===== config.mk =====
export PLATFORM = sky130hd
export DESIGN_NAME = tone_generator
export DESIGN_NICKNAME = d
export VERILOG_FILES = /design/src/rtl/tone_pkg.sv /design/src/rtl/tone_generator_ms_tick_gen.sv /design/src/rtl/tone_generator.sv
export SDC_FILE = /design/constraint.sdc
export NUM_CORES = 1
export LEC_CHECK = 0
export ABC_AREA = 1
export BUFFER_PORTS_ARGS = -buffer_cell sky130_fd_sc_hd__buf_2
export CAP_MARGIN = 5
export CELL_PAD_IN_SITES_DETAIL_PLACEMENT = 0
export CELL_PAD_IN_SITES_GLOBAL_PLACEMENT = 1
export CORE_MARGIN = 2
export CORE_UTILIZATION = 39
export CTS_BUF_LIST = sky130_fd_sc_hd__clkbuf_4 sky130_fd_sc_hd__clkbuf_8
export CTS_CLUSTER_SIZE = 14
export DETAILED_ROUTE_END_ITERATION = 8
export PLACE_DENSITY_LB_ADDON = 0.1
export SKIP_CTS_REPAIR_TIMING = 1
export SYNTH_ARGS = -nofsm -noshare
export SYNTH_HDL_FRONTEND = slang
export SYNTH_SLANG_ARGS = --single-unit
export TNS_END_PERCENT = 20

===== constraint.sdc =====
create_clock -name clk -period 2.1 [get_ports clk]
set_clock_uncertainty 0.1 [all_clocks]
set_input_delay 0.42 -clock clk [delete_from_list [all_inputs] [get_ports clk]]
set_output_delay 0.42 -clock clk [all_outputs]
set_load 0.05 [all_outputs]

===== src/rtl/tone_pkg.sv =====
// ============================================================================
// Module      : tone_pkg
// Description : Shared state encoding and clock constants for tone_generator.
// Revision    : 1.0 - initial release
// ============================================================================
`default_nettype none

package tone_pkg;

  localparam int unsigned CLK_HZ_DEFAULT = 100_000_000;

  // Clocks slower than 1 kHz still get a usable 1-cycle millisecond tick.
  function automatic int unsigned ms_div_f(input int unsigned clk_hz);
    return (clk_hz >= 32'd1000) ? (clk_hz / 32'd1000) : 32'd1;
  endfunction

  localparam int unsigned MS_DIV = ms_div_f(CLK_HZ_DEFAULT);

  typedef enum logic [1:0] {
    S_IDLE = 2'd0,
    S_TONE = 2'd1,
    S_REST = 2'd2
  } tone_state_t;

endpackage

`default_nettype wire


===== src/rtl/tone_generator_ms_tick_gen.sv =====
// ============================================================================
// Module      : ms_tick_gen
// Description : Millisecond prescaler, one-cycle tick every DIV enabled cycles,
//               with synchronous clear. Built only with TONE_GEN_DURATION_EN.
// Revision    : 1.0 - initial release
// ============================================================================
`default_nettype none

`ifdef TONE_GEN_DURATION_EN
module ms_tick_gen
  import tone_pkg::*;
#(
  parameter int unsigned DIV = MS_DIV
) (
  input  logic clk,
  input  logic rst_n,
  input  logic clr_i,
  input  logic en_i,
  output logic tick_o
);

  localparam int unsigned   CW   = (DIV > 1) ? $clog2(DIV) : 1;
  localparam logic [CW-1:0] LAST = CW'(DIV - 1);

  logic [CW-1:0] cnt_q;
  logic [CW-1:0] cnt_d;

  assign tick_o = en_i && (cnt_q == LAST);

  always_comb begin
    cnt_d = cnt_q;
    if (clr_i) begin
      cnt_d = '0;
    end else if (en_i) begin
      cnt_d = tick_o ? '0 : (cnt_q + CW'(1));
    end
  end

  always_ff @(posedge clk or negedge rst_n) begin
    if (!rst_n) begin
      cnt_q <= '0;
    end else begin
      cnt_q <= cnt_d;
    end
  end

endmodule
`endif

`default_nettype wire


===== src/rtl/tone_generator.sv =====
// ============================================================================
// Module      : tone_generator
// Description : Square-wave speaker driver with glitch-free retune; optional
//               note-duration timer compiled in by TONE_GEN_DURATION_EN.
// Revision    : 1.0 - initial release
// ============================================================================
`default_nettype none

module tone_generator
  import tone_pkg::*;
#(
  parameter int unsigned CLK_HZ = CLK_HZ_DEFAULT
) (
  input  logic        clk,
  input  logic        rst_n,
  input  logic [15:0] maxcount,
  input  logic        load,
  input  logic [15:0] duration_ms,
  output logic        speaker,
  output logic        busy,
  output logic        done
);

`ifdef TONE_GEN_DURATION_EN
  localparam tone_state_t SILENT_STATE = S_REST;
`else
  localparam tone_state_t SILENT_STATE = S_IDLE;
`endif

  tone_state_t state_q, state_d;
  logic [15:0] hcnt_q, hcnt_d;
  logic [15:0] cur_max_q, cur_max_d;
  logic [15:0] pend_q, pend_d;
  logic        pend_vld_q, pend_vld_d;
  logic        spk_q, spk_d;
  logic        done_q, done_d;

  logic        boundary;
  logic [15:0] next_max;
  logic        expire;

  assign boundary = (state_q == S_TONE) && (hcnt_q == (cur_max_q - 16'd1));
  assign next_max = load ? maxcount : pend_q;

`ifdef TONE_GEN_DURATION_EN
  localparam int unsigned TICK_DIV = ms_div_f(CLK_HZ);

  logic [15:0] dur_q, dur_d;
  logic [15:0] ms_cnt_q, ms_cnt_d;
  logic        ms_tick;
  logic        ms_en;

  assign ms_en  = (state_q != S_IDLE) && (dur_q != 16'd0);
  assign expire = ms_tick && ((ms_cnt_q + 16'd1) == dur_q);

  ms_tick_gen #(
    .DIV (TICK_DIV)
  ) u_ms_tick (
    .clk    (clk),
    .rst_n  (rst_n),
    .clr_i  (load),
    .en_i   (ms_en),
    .tick_o (ms_tick)
  );

  always_comb begin
    dur_d    = load ? duration_ms : dur_q;
    ms_cnt_d = ms_cnt_q;
    if (load || expire) begin
      ms_cnt_d = 16'd0;
    end else if (ms_tick) begin
      ms_cnt_d = ms_cnt_q + 16'd1;
    end
  end

  always_ff @(posedge clk or negedge rst_n) begin
    if (!rst_n) begin
      dur_q    <= 16'd0;
      ms_cnt_q <= 16'd0;
    end else begin
      dur_q    <= dur_d;
      ms_cnt_q <= ms_cnt_d;
    end
  end
`else
  logic unused_dur;
  assign unused_dur = ^duration_ms;
  assign expire     = 1'b0;
`endif

  always_ff @(posedge clk or negedge rst_n) begin
    if (!rst_n) begin
      state_q    <= S_IDLE;
      hcnt_q     <= 16'd0;
      cur_max_q  <= 16'd0;
      pend_q     <= 16'd0;
      pend_vld_q <= 1'b0;
      spk_q      <= 1'b0;
      done_q     <= 1'b0;
    end else begin
      state_q    <= state_d;
      hcnt_q     <= hcnt_d;
      cur_max_q  <= cur_max_d;
      pend_q     <= pend_d;
      pend_vld_q <= pend_vld_d;
      spk_q      <= spk_d;
      done_q     <= done_d;
    end
  end

  always_comb begin
    state_d    = state_q;
    hcnt_d     = hcnt_q;
    cur_max_d  = cur_max_q;
    pend_d     = pend_q;
    pend_vld_d = pend_vld_q;
    spk_d      = spk_q;
    done_d     = 1'b0;

    // A load that lands on duration expiry starts a fresh note instead.
    if (load && ((state_q != S_TONE) || expire)) begin
      hcnt_d     = 16'd0;
      spk_d      = 1'b0;
      pend_vld_d = 1'b0;
      if (maxcount != 16'd0) begin
        state_d   = S_TONE;
        cur_max_d = maxcount;
      end else begin
        state_d   = SILENT_STATE;
      end
    end else if (expire) begin
      done_d     = 1'b1;
      state_d    = S_IDLE;
      spk_d      = 1'b0;
      hcnt_d     = 16'd0;
      pend_vld_d = 1'b0;
    end else begin
      case (state_q)
        S_TONE: begin
          if (load) begin
            pend_d     = maxcount;
            pend_vld_d = 1'b1;
          end
          if (boundary) begin
            hcnt_d = 16'd0;
            if (load || pend_vld_q) begin
              pend_vld_d = 1'b0;
              cur_max_d  = next_max;
              if (next_max == 16'd0) begin
                spk_d   = 1'b0;
                state_d = SILENT_STATE;
              end else begin
                spk_d   = ~spk_q;
              end
            end else begin
              spk_d = ~spk_q;
            end
          end else begin
            hcnt_d = hcnt_q + 16'd1;
          end
        end
        S_IDLE, S_REST: begin
          spk_d = 1'b0;
        end
        default: begin
          state_d = S_IDLE;
          spk_d   = 1'b0;
        end
      endcase
    end
  end

  always_comb begin
    busy = (state_q != S_IDLE);
  end

  assign speaker = spk_q;
  assign done    = done_q;

endmodule

`default_nettype wire


After elaboration in Yosys (flattened, before gate mapping). Cells that the tools add are included.

Register bits after elaboration: 52. Input port bits: 35.

Add/sub/neg operators: 2. Eq/ne operators: 9. Muxes and demuxes: 25. Bitwise operators: 2. Reduce and logical (&&, ||, !) cells: 14.

Operator list (count): two-way mux 16 bit (9); adder 16 x 1 -> 16 bit (second input constant) (1); == test 16 bit (1); logical NOT 16 bit (1); nonzero test 16 bit (1); subtractor 16 x 1 -> 16 bit (second input constant) (1); two-way mux 1 bit (11); two-way mux 2 bit (4); AND reduction 4 bit (2); nonzero test 2 bit (4); != test 3 x 1 -> 1 bit (second input constant) (2); != test 2 x 1 -> 1 bit (second input constant) (2); one-hot mux 2 bit (2 select lines) (1); != test 3 x 2 -> 1 bit (second input constant) (1); == test 2 x 1 -> 1 bit (second input constant) (1); == test 2 bit (second input constant) (1); logical AND 1 bit (2); logical NOT 2 bit (1); != test 2 bit (second input constant) (1); NOT 1 bit (2); AND reduction 2 bit (1); OR reduction 2 bit (1); logical OR 1 bit (1).

Depth between registers and ports, before layout. Gate-level depths: netlist of the first run.

Depth after elaboration: 7. Mapped depth: 17. Gate-level depth less buffers: 16.

Worst setup path after synthesis of the first run. Ideal clock, no wire load.

Kind: reg-to-reg. From: reg cur_max_q[0]. To: reg cur_max_q[7]. Setup time: 117 ps. Arrival time: 1848 ps. Required time: 1883 ps. Setup slack: 35 ps. Cell stages (with the launch flop): 16. Path buffers: 1. Path through: dfrtp_1 inv_1 ha_1 nand2_2 nor2_4 xor2_1 nand2_1 inv_1 nand2_1 nor2_1 nand2_1 nand2_4 nand2_4 buf_6 nand2_1 nand2_1.

Word-level cells in the longest chain between the ends: 5.

RTL lines: start, declared (line tone_generator.sv:32) `logic [15:0] cur_max_q, cur_max_d;`; start signal, assigned (line tone_generator.sv:103) `cur_max_q <= cur_max_d;`; subtractor 16 x 1 -> 16 bit (line tone_generator.sv:42) `assign boundary = (state_q == S_TONE) && (hcnt_q == (cur_max_q - 16'd1));`; == test 16 bit (line tone_generator.sv:42); logical AND 1 bit (line tone_generator.sv:42); nonzero test 2 bit (no source line); AND reduction 4 bit (no source line).

No other way between the ends. A chain may end at the register's enable or synchronous reset.

Final worst setup path of the first run.
From: reg cur_max_q[1]. To: reg cur_max_q[15].

The elaborated chain is that of the path after synthesis.

==> impl_metrics.ini, run 1 <==
[layout]
antenna_cells = 0
drive_above_1_share_pct = 24.24
final_nets = 597
num-fill-cells = 826
mostFrequentLayoutCells = nand2_1 (135), inv_1 (64), buf_4 (61)
area_growth_pct = 28.18
layout_commonest_cell = nand2_1

[power]
p_leak_nw = 2.130
p_total_mw = 4.839
power_density_nw_per_um2 = 1141
p_int_mw = 2.739
p_sw_share_pct = 43.40
p_seq_share_pct = 32.9
ir_drop_mv = 0.3337
combPwrFrac_pct = 54.0
p_switching_mw = 2.100
clkPwrFrac_pct = 13.1

[status]
violations = negative setup slack
status = complete, but fails checks

[run]
drv_cap = 0

[placed_design]
portBuffers = 20
post-place-ws_ns = -0.1968
hpwl_mm = 6.375
place_congestion = 0.8347

[logic_synthesis]
synth_area_leaders = dfrtp_1 (39%), nand2_1 (17%), inv_1 (7.5%)
syn_inst = 480
yosysWarnings = 0
syn_nets = 517
ys_ff_latch = 51
ys_seq_area_share_pct = 38.58
synth.avg_cell_area_um2 = 6.892
syn_area_um2 = 3308
ys_types = 28
yosysTopAreaCellShare_pct = 38.58
yosys.area.top_type = dfrtp_1

[min_path]
min_path_type = flip-flop to flip-flop

[die]
rows = 33
dieArea_um2 = 9235
die_h_um = 96.10
die_w_um = 96.10
coreArea_um2 = 8217
io_pins = 38
start_util_pct = 40.26

[global_route]
track_usage_pct = 18.95
grt_overflow_total = 0
antenna_found_initial = 0
grt_max_degree = 37
grt_pass1_wl_mm = 13.62
grt_pass1_vias = 2893

[sta]
tightest_slew_ns = 0.6899
relSlewSlack_pct = 53.70
drv_slew = 0
setup_violations = 33
timing.final.ws_setup_ns = -0.05254
finalCritPeriodShare_pct = 102.5
fmax_ghz = 0.4646
finalHoldViolations = 0
rsz0062_at_grt = yes
min_period_ns = 2.153

[detailed_routing]
drc = 0
drt-vias-per-instance = 4.784
wire_per_inst_um = 12.47
drtIter0Drc = 97
num_vias = 3186
wl_mm = 8.303
postRouteAntennaNets = 0
first_pass_iters = 4

[clocking]
clk_pin_slew_ns = 0.11
clk_latency_ns = 0.32
cts_root_buf = clkbuf_8
cts.path.max_buffers = 2
cts_tree = built
clock-sinks = 51
h-tree-depth = 2
cts_inserted_buffers = 5

[worst_setup_path]
worstSetupPathType = flip-flop to flip-flop
cp.arrival_ns = 2.31
crit_path_end_kind = flip-flop
crit_path_max_fanout = 13
critPathLaunchType = flip-flop
required_ns = 2.26
## cells by family (layout without fill, tap and decap cells)
group	Yosys count	count (layout)	synth area share, %
XOR/XNOR	27	27	7.148
flip-flops	51	51	38.58
other	1	1	0.1134
AO/OA/AOI/OAI	55	55	8.774
buffers and inverters	80	160	9.758
adder cells (fa/ha/maj)	2	2	0.7563
AND/OR/NAND/NOR	264	265	34.87
## final cells by class
| cell class | instances | area, um2 | share of cell area, % |
|---|---|---|---|
| inverters | 66 | 247.7 | 5.842 |
| multi-input cells | 350 | 1851 | 43.64 |
| clock inverters | 3 | 22.52 | 0.5311 |
| flip-flops and latches | 51 | 1280 | 30.19 |
| clock buffers | 5 | 68.82 | 1.623 |
| repair buffers | 86 | 639.4 | 15.08 |
| well taps | 105 | 131.4 | 3.098 |
## power groups by stage
stage / sequential [mW] / combinational, mW / clock (mW)
floorplan: 1.56 / 1.44 / 0
global placement: 1.56 / 2.31 / 0
detailed placement: 1.58 / 2.34 / 0
CTS: 1.56 / 2.34 / 0.658
global route: 1.64 / 2.94 / 0.692
finish: 1.59 / 2.61 / 0.632
## routing by layer
metal  up-vias  track usage, %  share of wire [%]
met1      1461           25.57                 47
met3         7           2.741                2.5
met2        35           32.64                 50
met5         -               0                  0
li1       1683               -                  -
met4         0           3.214               0.78
## state kept, by name, summed over array words and instances, names as in the netlist
register	cells
cur_max_q	16
hcnt_q	16
pend_q	16
pend_vld_q	1
speaker	1
state_q	1
## synth_stat cells
master,n
nand2_1,147
inv_1,66
dfrtp_1,51
nor2_1,44
nand3_1,41
o21ai_0,39
xor2_1,21
o22ai_1,12
clkbuf_1,7
nor4_1,7
xnor2_1,6
nand4_1,5
nand3b_1,4
nor3_1,4
a21oi_1,3
buf_2,3
buf_4,3
nor2_2,3
ha_1,2
nand2_2,2
nand2_4,2
nor2_4,2
and2_1,1
buf_6,1
conb_1,1
nor3_4,1
nor3b_1,1
o21ai_1,1
## worst paths after layout
| kind | depth (start not counted) | slack [ns] | from | end |
|---|---|---|---|---|
| worst min register to register | 2 | 0.39 | pend_q[12] | pend_q[12] |
| worst min-delay path | 2 | 0.39 | pend_q[12] | pend_q[12] |
| max in group asynchronous | 3 | 0.90 | rst_n | cur_max_q[5] |
| worst max register to register | 15 | -0.05 | cur_max_q[1] | cur_max_q[15] |
| min in group asynchronous | 2 | 0.45 | rst_n | hcnt_q[1] |
| worst max-delay path | 15 | -0.05 | cur_max_q[1] | cur_max_q[15] |
## critical path, stage by stage (launching register included)
cell     delay (ns)
dfrtp_1        0.42
inv_2          0.08
ha_4           0.16
nand2_2        0.08
nor2_4         0.14
nand2_2        0.06
nand2_2        0.08
nand2_1        0.06
nand2_2        0.08
nand3_2        0.07
nor3_2         0.19
nand2_2        0.13
nand2_8        0.15
buf_12         0.14
nand3_1        0.08
nand2_1        0.07
## per-stage QoR
step | utilization [%] | instances | TNS (ns) | instance area [um2] | hold slack [ns]
floorplan | - | 480 | 0 | 3308 | 0.02441
global placement | 47.74 | 647 | -3.726 | 3923 | 0.2750
detailed placement | 47.74 | 647 | -4.945 | 3923 | 0.2876
CTS | 48.85 | 655 | -5.730 | 4014 | -0.06887
global route | 51.61 | 666 | -5.926 | 4240 | 0.4158
finish | 51.61 | 666 | -1.042 | 4240 | 0.3937
Note: power is estimated with default switching activity, not from simulation.
==> inputs of run 2 (changes only) <==
--- a/config.mk
+++ b/config.mk
@@ -11,11 +11,10 @@
 export CELL_PAD_IN_SITES_DETAIL_PLACEMENT = 0
 export CELL_PAD_IN_SITES_GLOBAL_PLACEMENT = 1
 export CORE_MARGIN = 2
-export CORE_UTILIZATION = 39
-export CTS_BUF_LIST = sky130_fd_sc_hd__clkbuf_4 sky130_fd_sc_hd__clkbuf_8
+export CORE_UTILIZATION = 38
 export CTS_CLUSTER_SIZE = 14
 export DETAILED_ROUTE_END_ITERATION = 8
-export PLACE_DENSITY_LB_ADDON = 0.1
+export PLACE_DENSITY_LB_ADDON = 0.12
 export SKIP_CTS_REPAIR_TIMING = 1
 export SYNTH_ARGS = -nofsm -noshare
 export SYNTH_HDL_FRONTEND = slang
==> run 2 against run 1 <==
- the run ends with negative hold slack, negative setup slack left
- die area increased by 2.5%
- clock-buffer cell count unchanged
- via count decreased by 0.25%
- worst setup slack got worse by 0.092 ns
- register-to-register slack got worse by 0.09 ns
- cell area increased by 1.2%
- worst hold slack got worse by 0.41 ns
- sequential cell count unchanged
- sequential power about the same
- routed wire length increased by 3.0%
- critical endpoint is now hcnt_q[12]
==> impl_metrics.ini, run 2 (synthesized netlist as in run 1, its figures left out) <==
[die]
die_h_um = 97.31
coreArea_um2 = 8593
die_w_um = 97.31
dieArea_um2 = 9468
start_util_pct = 38.50
io_pins = 38
rows = 34

[sta]
fmax_ghz = 0.4455
rsz0062_at_grt = yes
tightest_slew_ns = 0.8803
fin_tns_setup_ns = -4.278
setup_violations = 34
finalCritPeriodShare_pct = 106.9
min_period_ns = 2.244
finalHoldViolations = 16
relSlewSlack_pct = 40.92
drv_slew = 0
hold_slack_ns = -0.01418
timing.final.ws_setup_ns = -0.1444

[placed_design]
dp.cells = 654
hpwl_mm = 6.387
post-place-ws_ns = -0.1766
place_congestion = 0.7846
portBuffers = 20

[worst_setup_path]
cp_common_cell = nand2_1
critPathLaunchType = flip-flop
crit_chain = buf_6 > nor2_4 > nand2_4 > nor2_4 > nand2_1 > nand2_1 > nand2_1 > nor2_2 > nand2_1 > nor2_2 > nand2_2 > nand2_8 > buf_12 > o22ai_1
cpPeakStageDelay_ns = 0.43
cp_slowest_cell = dfrtp_1
ff2ff_path_depth = 14
worstReg2RegStart = cur_max_q[1]
required_ns = 2.19
worstSetupPathType = flip-flop to flip-flop
cp.arrival_ns = 2.34
crit_start = cur_max_q[1]
crit_path_end_kind = flip-flop
crit_path_max_fanout = 13

[global_route]
grt_pass1_wl_mm = 14.28
grt_pass1_vias = 3044
grt_max_degree = 52
track_usage_pct = 18.34
antenna_found_initial = 0
grt_overflow_total = 0

[detailed_routing]
wire_per_inst_um = 12.80
top_layer_used = met4
wl_met3_um = 144
met2_length_mm = 4.140
drtIter0Drc = 68
first_pass_iters = 4
drt-vias-per-instance = 4.757
num_vias = 3178
drc = 0
wl_mm = 8.549
wl_met1_mm = 4.158
postRouteAntennaNets = 0

[layout]
top_regs = cur_max_q (16), hcnt_q (16), pend_q (16)
area_growth_pct = 29.65
layout_commonest_cell = nand2_1
antenna_cells = 0
final_cells = 668
final_nets = 597
mostFrequentLayoutCells = nand2_1 (135), inv_1 (64), buf_4 (60)
drive_above_1_share_pct = 23.57

[clocking]
cts_inserted_buffers = 5
clock-sinks = 51
h-tree-depth = 2
clk_latency_ns = 0.31
clk_pin_slew_ns = 0.11
cts.path.max_buffers = 2
cts_root_buf = clkbuf_8
cts_tree = built

[power]
power_density_nw_per_um2 = 1151
p_total_mw = 4.938
ir_drop_mv = 0.4035
p_leak_nw = 2.144

[run]
drv_cap = 0

[min_path]
min_path_type = input port to asynchronous set/reset pin

[status]
violations = negative hold slack, negative setup slack
status = complete, but fails checks
run 2: worst max-delay path, delay by kind of cell, from the launching register on:
kind	cells	cell delay [ns]
AND/OR/NAND/NOR	11	1.22
flip-flops	1	0.43
buffers and inverters	2	0.29
AO/OA/AOI/OAI	1	0.07
run 2: worst paths after layout:
kind                               to  slack (ns)
setup / recovery           hcnt_q[12]       -0.14
hold / removal              hcnt_q[3]       -0.01
setup reg to reg           hcnt_q[12]       -0.14
hold reg to reg            pend_q[14]        0.39
max in group asynchronous  hcnt_q[11]        1.66
min in group clk           pend_q[14]        0.39
run 2: routing by layer:
metal,global-route usage (%),vias up
met3,2.374,8
met5,0,-
li1,-,1684
met1,23.81,1454
met4,4.380,0
met2,32.53,32
run 2: metrics by stage:
stage | utilization, % | cell area (um2) | hold slack, ns
after global placement | 46.19 | 3969 | 0.3370
final | 49.91 | 4289 | -0.01418
after global routing | 49.91 | 4289 | 0.01365
after CTS | 47.42 | 4075 | -0.002586
after floorplan | - | 3308 | 0.02441
after detailed placement | 46.19 | 3969 | 0.3367
run 2: cell type report:
cell class | count | area [um2]
Fill cell | 911 | 4304
Multi-Input combinational cell | 350 | 1857
Tap cell | 108 | 135.1
Timing Repair Buffer | 86 | 666.9
Sequential cell | 51 | 1276
Clock buffer | 5 | 68.82
Inverter | 66 | 247.7
Clock inverter | 2 | 37.54
run 2: report_power, final:
group          internal [mW]  leakage [nW]  total, mW  switching, mW
clock                  0.349        0.0502      0.707          0.357
combinational           1.23          1.46       2.66           1.43
sequential              1.26         0.630       1.57          0.304
total                   2.85          2.14       4.94           2.09
